--- src/rtl/axi_lite_frontend.sv ---
// AXI4-Lite slave front end: terminates AW/W/B/AR/R and turns each accepted
// transaction into a single-cycle word-indexed access on the prewrapper port.
module axi_lite_frontend #(
    parameter int unsigned p_sc_nbr    = 16,
    parameter logic [31:0] p_null_addr = 32'hFFFF_FFFF
) (
    input  logic        clk,
    input  logic        reset,

    input  logic [31:0] s_axi_awaddr,
    input  logic        s_axi_awvalid,
    output logic        s_axi_awready,

    input  logic [31:0] s_axi_wdata,
    input  logic [3:0]  s_axi_wstrb,
    input  logic        s_axi_wvalid,
    output logic        s_axi_wready,

    output logic [1:0]  s_axi_bresp,
    output logic        s_axi_bvalid,
    input  logic        s_axi_bready,

    input  logic [31:0] s_axi_araddr,
    input  logic        s_axi_arvalid,
    output logic        s_axi_arready,

    output logic [31:0] s_axi_rdata,
    output logic [1:0]  s_axi_rresp,
    output logic        s_axi_rvalid,
    input  logic        s_axi_rready,

    output logic [31:0] axi_rd_addr,
    input  logic [31:0] axi_rd_msg,
    output logic [31:0] axi_wr_addr,
    output logic [31:0] axi_wr_msg
);

    localparam logic [31:0] reg_cnt = 32'(p_sc_nbr + 5);
    localparam logic [1:0]  resp_okay   = 2'b00;
    localparam logic [1:0]  resp_slverr = 2'b10;

    typedef enum logic [2:0] {
        IDLE,
        WR_ISSUE,
        WR_RESP,
        RD_ISSUE,
        RD_RESP
    } state_t;

    state_t      state;
    state_t      state_nxt;

    logic        aw_full;
    logic        w_full;
    logic        ar_full;
    logic        prio;
    logic        aw_full_nxt;
    logic        w_full_nxt;
    logic        ar_full_nxt;
    logic        prio_nxt;
    logic        wr_pend;
    logic        rd_pend;

    logic [31:0] awaddr_hold;
    logic [31:0] wdata_hold;
    logic [3:0]  wstrb_hold;
    logic [31:0] araddr_hold;

    logic        wr_ok;
    logic        rd_ok;

    logic        aw_hs;
    logic        w_hs;
    logic        ar_hs;

    logic [31:0] aw_cur;
    logic [31:0] w_cur;
    logic [3:0]  strb_cur;
    logic [31:0] ar_cur;
    logic [31:0] aw_idx;
    logic [31:0] ar_idx;
    logic        wr_legal;
    logic        rd_legal;

    function automatic logic [31:0] word_idx(input logic [31:0] byte_addr);
        return byte_addr >> 2;
    endfunction

    assign aw_hs = s_axi_awvalid & s_axi_awready;
    assign w_hs  = s_axi_wvalid  & s_axi_wready;
    assign ar_hs = s_axi_arvalid & s_axi_arready;

    // A transaction can leave IDLE in the same cycle its last beat handshakes,
    // so decode from the live channel when the holding register is still empty.
    assign aw_cur   = aw_full ? awaddr_hold : s_axi_awaddr;
    assign w_cur    = w_full  ? wdata_hold  : s_axi_wdata;
    assign strb_cur = w_full  ? wstrb_hold  : s_axi_wstrb;
    assign ar_cur   = ar_full ? araddr_hold : s_axi_araddr;

    assign aw_idx   = word_idx(aw_cur);
    assign ar_idx   = word_idx(ar_cur);
    assign wr_legal = (aw_idx < reg_cnt) && (strb_cur == 4'hF);
    assign rd_legal = (ar_idx < reg_cnt);

    always_comb begin
        state_nxt   = state;
        prio_nxt    = prio;
        aw_full_nxt = aw_full | aw_hs;
        w_full_nxt  = w_full  | w_hs;
        ar_full_nxt = ar_full | ar_hs;
        wr_pend     = aw_full_nxt & w_full_nxt;
        rd_pend     = ar_full_nxt;
        case (state)
            IDLE: begin
                // prio flips each time it resolves a contest between a
                // complete write and a pending read
                if (wr_pend && rd_pend) begin
                    state_nxt = prio ? RD_ISSUE : WR_ISSUE;
                    prio_nxt  = ~prio;
                end else if (wr_pend) begin
                    state_nxt = WR_ISSUE;
                end else if (rd_pend) begin
                    state_nxt = RD_ISSUE;
                end
            end
            WR_ISSUE: state_nxt = WR_RESP;
            WR_RESP: begin
                if (s_axi_bready) begin
                    state_nxt   = IDLE;
                    aw_full_nxt = 1'b0;
                    w_full_nxt  = 1'b0;
                end
            end
            RD_ISSUE: state_nxt = RD_RESP;
            RD_RESP: begin
                if (s_axi_rready) begin
                    state_nxt = IDLE;
                end
            end
            default: state_nxt = IDLE;
        endcase
        if (state == IDLE && state_nxt == RD_ISSUE) begin
            ar_full_nxt = 1'b0;
        end
    end

    always_ff @(posedge clk or negedge reset) begin
        if (!reset) begin
            state         <= IDLE;
            aw_full       <= 1'b0;
            w_full        <= 1'b0;
            ar_full       <= 1'b0;
            prio          <= 1'b0;
            wr_ok         <= 1'b0;
            rd_ok         <= 1'b0;
            s_axi_awready <= 1'b0;
            s_axi_wready  <= 1'b0;
            s_axi_arready <= 1'b0;
            s_axi_bvalid  <= 1'b0;
            s_axi_bresp   <= resp_okay;
            s_axi_rvalid  <= 1'b0;
            s_axi_rresp   <= resp_okay;
            s_axi_rdata   <= 32'h0;
            axi_rd_addr   <= p_null_addr;
            axi_wr_addr   <= p_null_addr;
            axi_wr_msg    <= 32'h0;
        end else begin
            state         <= state_nxt;
            aw_full       <= aw_full_nxt;
            w_full        <= w_full_nxt;
            ar_full       <= ar_full_nxt;
            prio          <= prio_nxt;
            s_axi_awready <= (state_nxt == IDLE) && !aw_full_nxt;
            s_axi_wready  <= (state_nxt == IDLE) && !w_full_nxt;
            s_axi_arready <= (state_nxt == IDLE) && !aw_full_nxt && !w_full_nxt && !ar_full_nxt;
            case (state)
                IDLE: begin
                    if (state_nxt == WR_ISSUE) begin
                        wr_ok <= wr_legal;
                        if (wr_legal) begin
                            axi_wr_addr <= aw_idx;
                            axi_wr_msg  <= w_cur;
                        end
                    end
                    if (state_nxt == RD_ISSUE) begin
                        rd_ok <= rd_legal;
                        if (rd_legal) begin
                            axi_rd_addr <= ar_idx;
                        end
                    end
                end
                WR_ISSUE: begin
                    axi_wr_addr  <= p_null_addr;
                    s_axi_bvalid <= 1'b1;
                    s_axi_bresp  <= wr_ok ? resp_okay : resp_slverr;
                end
                WR_RESP: begin
                    if (s_axi_bready) begin
                        s_axi_bvalid <= 1'b0;
                    end
                end
                RD_ISSUE: begin
                    axi_rd_addr  <= p_null_addr;
                    s_axi_rvalid <= 1'b1;
                    s_axi_rdata  <= rd_ok ? axi_rd_msg : 32'h0;
                    s_axi_rresp  <= rd_ok ? resp_okay : resp_slverr;
                end
                RD_RESP: begin
                    if (s_axi_rready) begin
                        s_axi_rvalid <= 1'b0;
                    end
                end
                default: ;
            endcase
        end
    end

    // Holding registers carry data only; aw_full/w_full/ar_full qualify them.
    always_ff @(posedge clk) begin
        if (aw_hs) begin
            awaddr_hold <= s_axi_awaddr;
        end
        if (w_hs) begin
            wdata_hold <= s_axi_wdata;
            wstrb_hold <= s_axi_wstrb;
        end
        if (ar_hs) begin
            araddr_hold <= s_axi_araddr;
        end
    end

endmodule
--- config.mk ---
export PLATFORM = sky130hd
export DESIGN_NAME = axi_lite_frontend
export DESIGN_NICKNAME = d
export VERILOG_FILES = /design/src/rtl/axi_lite_frontend.sv
export SDC_FILE = /design/constraint.sdc
export NUM_CORES = 1
export LEC_CHECK = 0
export CAP_MARGIN = 30
export CORE_MARGIN = 2
export CORE_UTILIZATION = 40
export DETAILED_ROUTE_END_ITERATION = 10
export PLACE_DENSITY = 0.74
export SLEW_MARGIN = 20
export SYNTH_ARGS = -nofsm -noshare
export SYNTH_HDL_FRONTEND = slang
export SYNTH_SLANG_ARGS = --single-unit
--- constraint.sdc ---
create_clock -name clk -period 3.6 [get_ports clk]
set_clock_uncertainty 0.15 [all_clocks]
set_input_delay 0.9 -clock clk [delete_from_list [all_inputs] [get_ports clk]]
set_output_delay 0.9 -clock clk [all_outputs]
set_load 0.02 [all_outputs]
==> results by group, run 1 <==
Outcome
  • Status: finished clean

Detailed routing
  • Routed WL: 21700 um
  • DR vias: 6261
  • Drt drc: 0
  • 1st-pass router iterations: 6
  • ANT nets after route: 0
  • Initial DRC Count: 227
  • Post-DR vias/cell: 5.02
  • Routed WL per cell: 17.4 um

Job
  • Max-cap violation count: 0

Timing
  • Fin. Hold Viols: 0
  • Setup TNS: 0 ns
  • Fin crit period: 2.92 ns
  • Crit share post-route: 81.0%
  • Worst slew margin: 40.8%
  • Fmax achieved: 343 MHz
  • Min Hold Slack: 0.240 ns
  • RSZ-0062 raised after global routing: no
  • Slew @ Worst Pin: 0.888 ns
  • Final setup violation count: 0
  • Pins Over Slew Limit: 0

Yosys
  • Most instantiated cells after synthesis: 96 x edfxtp_1, 80 x dfrtp_1, 76 x nor2_1
  • Mean Syn Cell Area: 13.8 sq um
  • Unique masters post-synth: 47
  • EDFF count, synth: 96
  • Mapped cell area: 9190 sq um
  • Flops & latches, synth: 238
  • Synth top area share: 31.4%
  • Async SR Flop Fraction: 59.7%
  • Synth warnings: 0
  • Post-synth top flop: edfxtp_1
  • Synth Instances: 668
  • Post-synthesis sequential area ratio: 70.9%
  • Largest area contributor in the netlist: edfxtp_1
  • Count leader, synth: edfxtp_1
  • Top post-synthesis cells by area: edfxtp_1 31%, dfrtp_1 22%, dfstp_2 18%

Die
  • Die ar.: 24200 sq um
  • Area of the core: 22600 sq um
  • Row cnt: 55
  • Die height: 156 um
  • Die width: 156 um
  • Starting density of the core: 40.7%
  • # IOs: 276

Layout
  • Share of cells above drive strength 1: 17.3%
  • Fin util: 58.0%
  • Final net count: 1080
  • P&R area growth vs syn: 42.4%

Placed design
  • Detailed placement HPWL: 14900 um
  • I/O Buffers: 269
  • RePlAce Congestion: 0.766

Clock network
  • CTS clk-pin slew, worst paths: 0.06 ns
  • CTS Hold Buffers Added: 0
  • CTS H-Tree Depth: 1
  • Num CTS Buffers: 26
  • CTS Buffer Depth: 3
  • CTS Sinks: 238
  • Cts repair resizes: 0
  • Post-CTS Setup Bufs: 0
  • CTS tree: done
  • CTS root buffer: clkbuf_16
  • Clk_lat worst skew: 0.52 ns

Critical path
  • Reg2reg start: aw_full
  • CP cell instances: clkdlybuf4s50_1 > nor4_1 > and3_1 > o2111ai_1 > nor3_4 > buf_12 > mux2_2
  • FF-to-FF setup slack: 0.80 ns
  • CP delay by family, top: simple AND/OR/NAND/NOR gates
  • Reg2Reg Depth: 6
  • CP Launch Type: input pin
  • Critical Path Source: s_axi_awaddr[25]
  • Buf/Inv on CP: 2
  • CP required: 3.84 ns
  • Slowest CP cell: clkdlybuf4s50_1
  • R2R Path End: axi_wr_msg[31]
  • Slowest Stage Delay on Critical Path: 0.43 ns
  • Worst Setup EP: axi_wr_msg[31]
  • Worst path depth: 7
  • Crit. End Element: flop
  • WP data arrival: 3.16 ns
  • WS Path Type: in2reg
  • CP Max Fanout: 36

GRT
  • Total grt overflow: 0
  • Antenna violations before repair: 2
  • Via count of the first global-routing pass: 6455
  • GRT Util Overall: 17.5%
  • Largest net degree at the start of global routing: 67
  • First-pass GRT wire length: 34000 um

Power
  • Power density cells: 592 nW/um^2
  • LEAKAGE: 5.28 nW
  • Peak supply drop: 0.000362 V

Min path
  • Tightest Hold Check Type: in2async
-- power breakdown --
group / internal [W] / leakage [nW] / switching (W)
Clock: 0.00160 / 0.431 / 0.00104
Combinational: 0.000760 / 2.23 / 0.000933
Sequential: 0.00322 / 2.62 / 0.000199
-- stage by stage --
stage	area (sq um)	power (W)	cells	setup slack, ns
after floorplan	9200	0.00442	669	0.454
after global placement	12200	0.00515	1197	0.182
after detailed placement	12200	0.00519	1198	0.173
after CTS	13100	0.00786	1246	0.717
after global routing	13100	0.00812	1246	0.547
final	13100	0.00775	1247	0.683
-- logic make-up (layout without fill, tap and decap cells) --
group | after synthesis | in the layout | synth area share, %
and+or+nand+nor | 240 | 240 | 12.2
DFF | 238 | 238 | 70.9
muxes | 80 | 80 | 9.60
AOI/OAI and AO/OA | 64 | 64 | 4.93
buffers and inverters | 44 | 336 | 2.30
other | 1 | 3 | 0.0408
xor gates and xnor gates | 1 | 1 | 0.0953
-- sequential cells by signal (all words and copies together) (netlist names), 3 cells and up --
name / flops
araddr_hold: 30
awaddr_hold: 30
axi_rd_addr: 31
axi_wr_addr: 31
axi_wr_msg: 32
s_axi_rdata: 32
state: 3
wdata_hold: 32
wstrb_hold: 4
-- worst reg2reg max path, delay by kind of cell, from the launching register on --
kind / cells / cell delay, ns
AOI/OAI and AO/OA: 1 / 0.21
buffers and inverters: 1 / 0.27
DFF: 1 / 0.69
muxes: 1 / 0.39
and+or+nand+nor: 3 / 0.95
-- cells in the final DEF (no fill, tap or decap), drive strengths merged, types with 7 or more instances in the layout --
master           n
nand3           37
buf             16
clkbuf          38
nand2           73
a21o            26
nor4            14
clkdlybuf4s50  268
dfstp           62
dfrtp           80
nor3            12
a211oi           8
clkinv           8
a21oi            7
mux2i           15
mux2            65
edfxtp          96
nor2            76
-- worst min-delay path by stage --
stage | from | end | slack (ns)
detailed placement | s_axi_rdata[13] | s_axi_rdata[13] | 0.30
global route | reset | s_axi_rdata[24] | 0.28
global placement | wr_ok | s_axi_bresp[1] | 0.29
finish | reset | s_axi_rdata[24] | 0.24
floorplan | wr_ok | s_axi_bresp[1] | 0.28
CTS | reset | s_axi_rdata[24] | 0.24
-- routing by layer --
layer | GRT usage (%) | up-vias | share of wire (%)
li1 | - | 2935 | -
met1 | 22.1 | 3061 | 41
met2 | 28.1 | 223 | 46
met3 | 6.94 | 40 | 9.9
met4 | 4.89 | 2 | 2.4
met5 | 0 | - | 0.060
-- cell type report --
class                   instances  area (sq um)
well taps                     285           357
flip-flops and latches        238          6510
multi-input cells             387          2480
repair buffers                284          2850
clock buffers                  38           798
clock inverters                10          73.8
inverters                       4          15.0
fillers                      1817          9480
diodes                          1          2.50
(Power assumes the default switching activity.)
==> run 2: changes to the inputs <==
PLACE_DENSITY = 0.76   (was 0.74)
clock period = 2.4 ns   (was 3.6 ns; I/O delays follow)
==> results by group, run 2 (same netlist as run 1, synthesis figures left out) <==
Die
  • Area of the core: 22600 sq um
  • Die height: 156 um
  • Die ar.: 24200 sq um
  • Starting density of the core: 40.7%
  • Row cnt: 55
  • # IOs: 276
  • Die width: 156 um

Outcome
  • Failing checks: negative setup slack
  • Status: finished with violations

Layout
  • Commonest non-fill, non-tap cell in the layout: clkdlybuf4s50_1
  • Final net count: 1119
  • Top flop regs: axi_wr_msg x32, s_axi_rdata x32, wdata_hold x32
  • Antenna Diode Count: 0
  • P&R area growth vs syn: 49.4%
  • Commonest non-fill, non-tap cells in the layout: 197 x clkdlybuf4s50_1, 96 x edfxtp_1, 78 x dfrtp_1
  • Share of cells above drive strength 1: 24.6%

Clock network
  • CTS Buffer Depth: 3
  • CTS tree: done
  • Num CTS Buffers: 26
  • CTS clk-pin slew, worst paths: 0.06 ns
  • CTS Sinks: 238
  • CTS root buffer: clkbuf_16
  • CTS H-Tree Depth: 1
  • Clk_lat worst skew: 0.51 ns

Power
  • Power density cells: 873 nW/um^2
  • Total power: 0.0120 W
  • LEAKAGE: 5.46 nW
  • Peak supply drop: 0.000546 V

Detailed routing
  • Post-DR vias/cell: 5.01
  • 1st-pass router iterations: 4
  • Drt drc: 0
  • Initial DRC Count: 242
  • Routed WL per cell: 17.9 um
  • DR vias: 6441
  • Routed WL: 23000 um
  • ANT nets after route: 0

Critical path
  • WS Path Type: in2reg
  • Crit. End Element: flop
  • Worst Setup EP: axi_wr_msg[21]
  • WP data arrival: 2.65 ns
  • CP required: 2.64 ns
  • CP Launch Type: input pin
  • R2R Path End: axi_wr_msg[21]
  • FF-to-FF setup slack: 0 ns
  • CP Max Fanout: 8
  • Reg2reg start: awaddr_hold[29]
  • Critical Path Source: s_axi_awaddr[23]
  • Reg2Reg Depth: 7

Job
  • Max-cap violation count: 0

GRT
  • First-pass GRT wire length: 36200 um
  • Antenna violations before repair: 0
  • GRT Util Overall: 18.7%
  • Via count of the first global-routing pass: 6796
  • Total grt overflow: 0
  • Largest net degree at the start of global routing: 46

Timing
  • PnR worst setup slack: -0.0141 ns
  • Fmax achieved: 414 MHz
  • Slew @ Worst Pin: 0.608 ns
  • RSZ-0062 raised after global routing: yes
  • Crit share post-route: 101%
  • Final setup violation count: 9
  • Fin. Hold Viols: 0
  • Pins Over Slew Limit: 0
  • Fin crit period: 2.41 ns
  • Worst slew margin: 59.4%

Placed design
  • DP Worst Slack: -0.701 ns
  • I/O Buffers: 269
  • Detailed placement HPWL: 15600 um
  • RePlAce Congestion: 0.789

Min path
  • Tightest Hold Check Type: in2reg
  • Min-delay src: s_axi_awaddr[16]
[run 2: cell count changes in the layout (fill, tap and decap cells not counted), moves of 4 or more]
cell             before  now
clkdlybuf4s50_1     268  197
dlygate4sd2_1         0   68
mux2_4                0   32
mux2_1               25    0
buf_4                12   36
buf_12                2    9
mux2_2               40   33
nor4_1               13    8
clkbuf_1              4    8
[run 2: metal layers]
metal  share of wire [%]  vias up  GRT usage [%]
met4                 2.4        0           4.98
met5                   0        -              0
met3                 8.4       39           5.56
met1                  41     3159           24.1
met2                  49      234           31.2
li1                    -     3009              -
[run 2: area by class of cell]
class / count / area (sq um)
clock buffers: 42 / 813
clock inverters: 6 / 52.6
fillers: 1788 / 8840
inverters: 4 / 15.0
multi-input cells: 387 / 2730
flip-flops and latches: 238 / 6520
well taps: 285 / 357
repair buffers: 323 / 3250
[run 2: worst min-delay path by stage]
stage	to	slack (ns)	cells after the start
finish	awaddr_hold[16]	0.17	1
global route	awaddr_hold[21]	0.16	1
CTS	awaddr_hold[19]	0.24	1
detailed placement	s_axi_rdata[6]	0.30	2
global placement	s_axi_rdata[16]	0.30	2
floorplan	ar_full	0.15	0
[run 2: report_power, final]
group / total [W] / switching [W] / leakage, nW / internal (W)
combinational: 0.00296 / 0.00155 / 2.42 / 0.00140
clock: 0.00394 / 0.00153 / 0.427 / 0.00241
sequential: 0.00509 / 0.000258 / 2.62 / 0.00483
[run 2: repair_timing]
item / 4_1_cts / 5_1_grt
setup endpoints to repair: 127 / 94
pin swaps: 5 / 8
endpoints found under the hold margin: 1 / 0
hold buffers: 1 / 0
gates resized for setup: 113 / 21
setup buffers: 3 / 6
cloned: 4 / 1
[run 2: per-stage QoR]
stage | hold slack, ns | utilization [%] | std cells | cell area (sq um) | TNS [ns]
floorplan | 0.154 | - | 669 | 9250 | -5.11
global placement | 0.299 | 55.3 | 1223 | 12500 | -49.98
detailed placement | 0.304 | 55.3 | 1223 | 12500 | -53.14
CTS | 0.238 | 60.1 | 1279 | 13600 | -2.12
global route | 0.160 | 60.8 | 1285 | 13700 | -4.69
finish | 0.170 | 60.8 | 1285 | 13700 | -0.0551
[run 2: worst max-delay path, cell delays in order]
cell	delay, ns
clkdlybuf4s50_1	0.44
nor4_2	0.31
and3_4	0.25
o2111ai_4	0.14
nor3_4	0.27
buf_6	0.18
buf_16	0.15
mux2_4	0.30
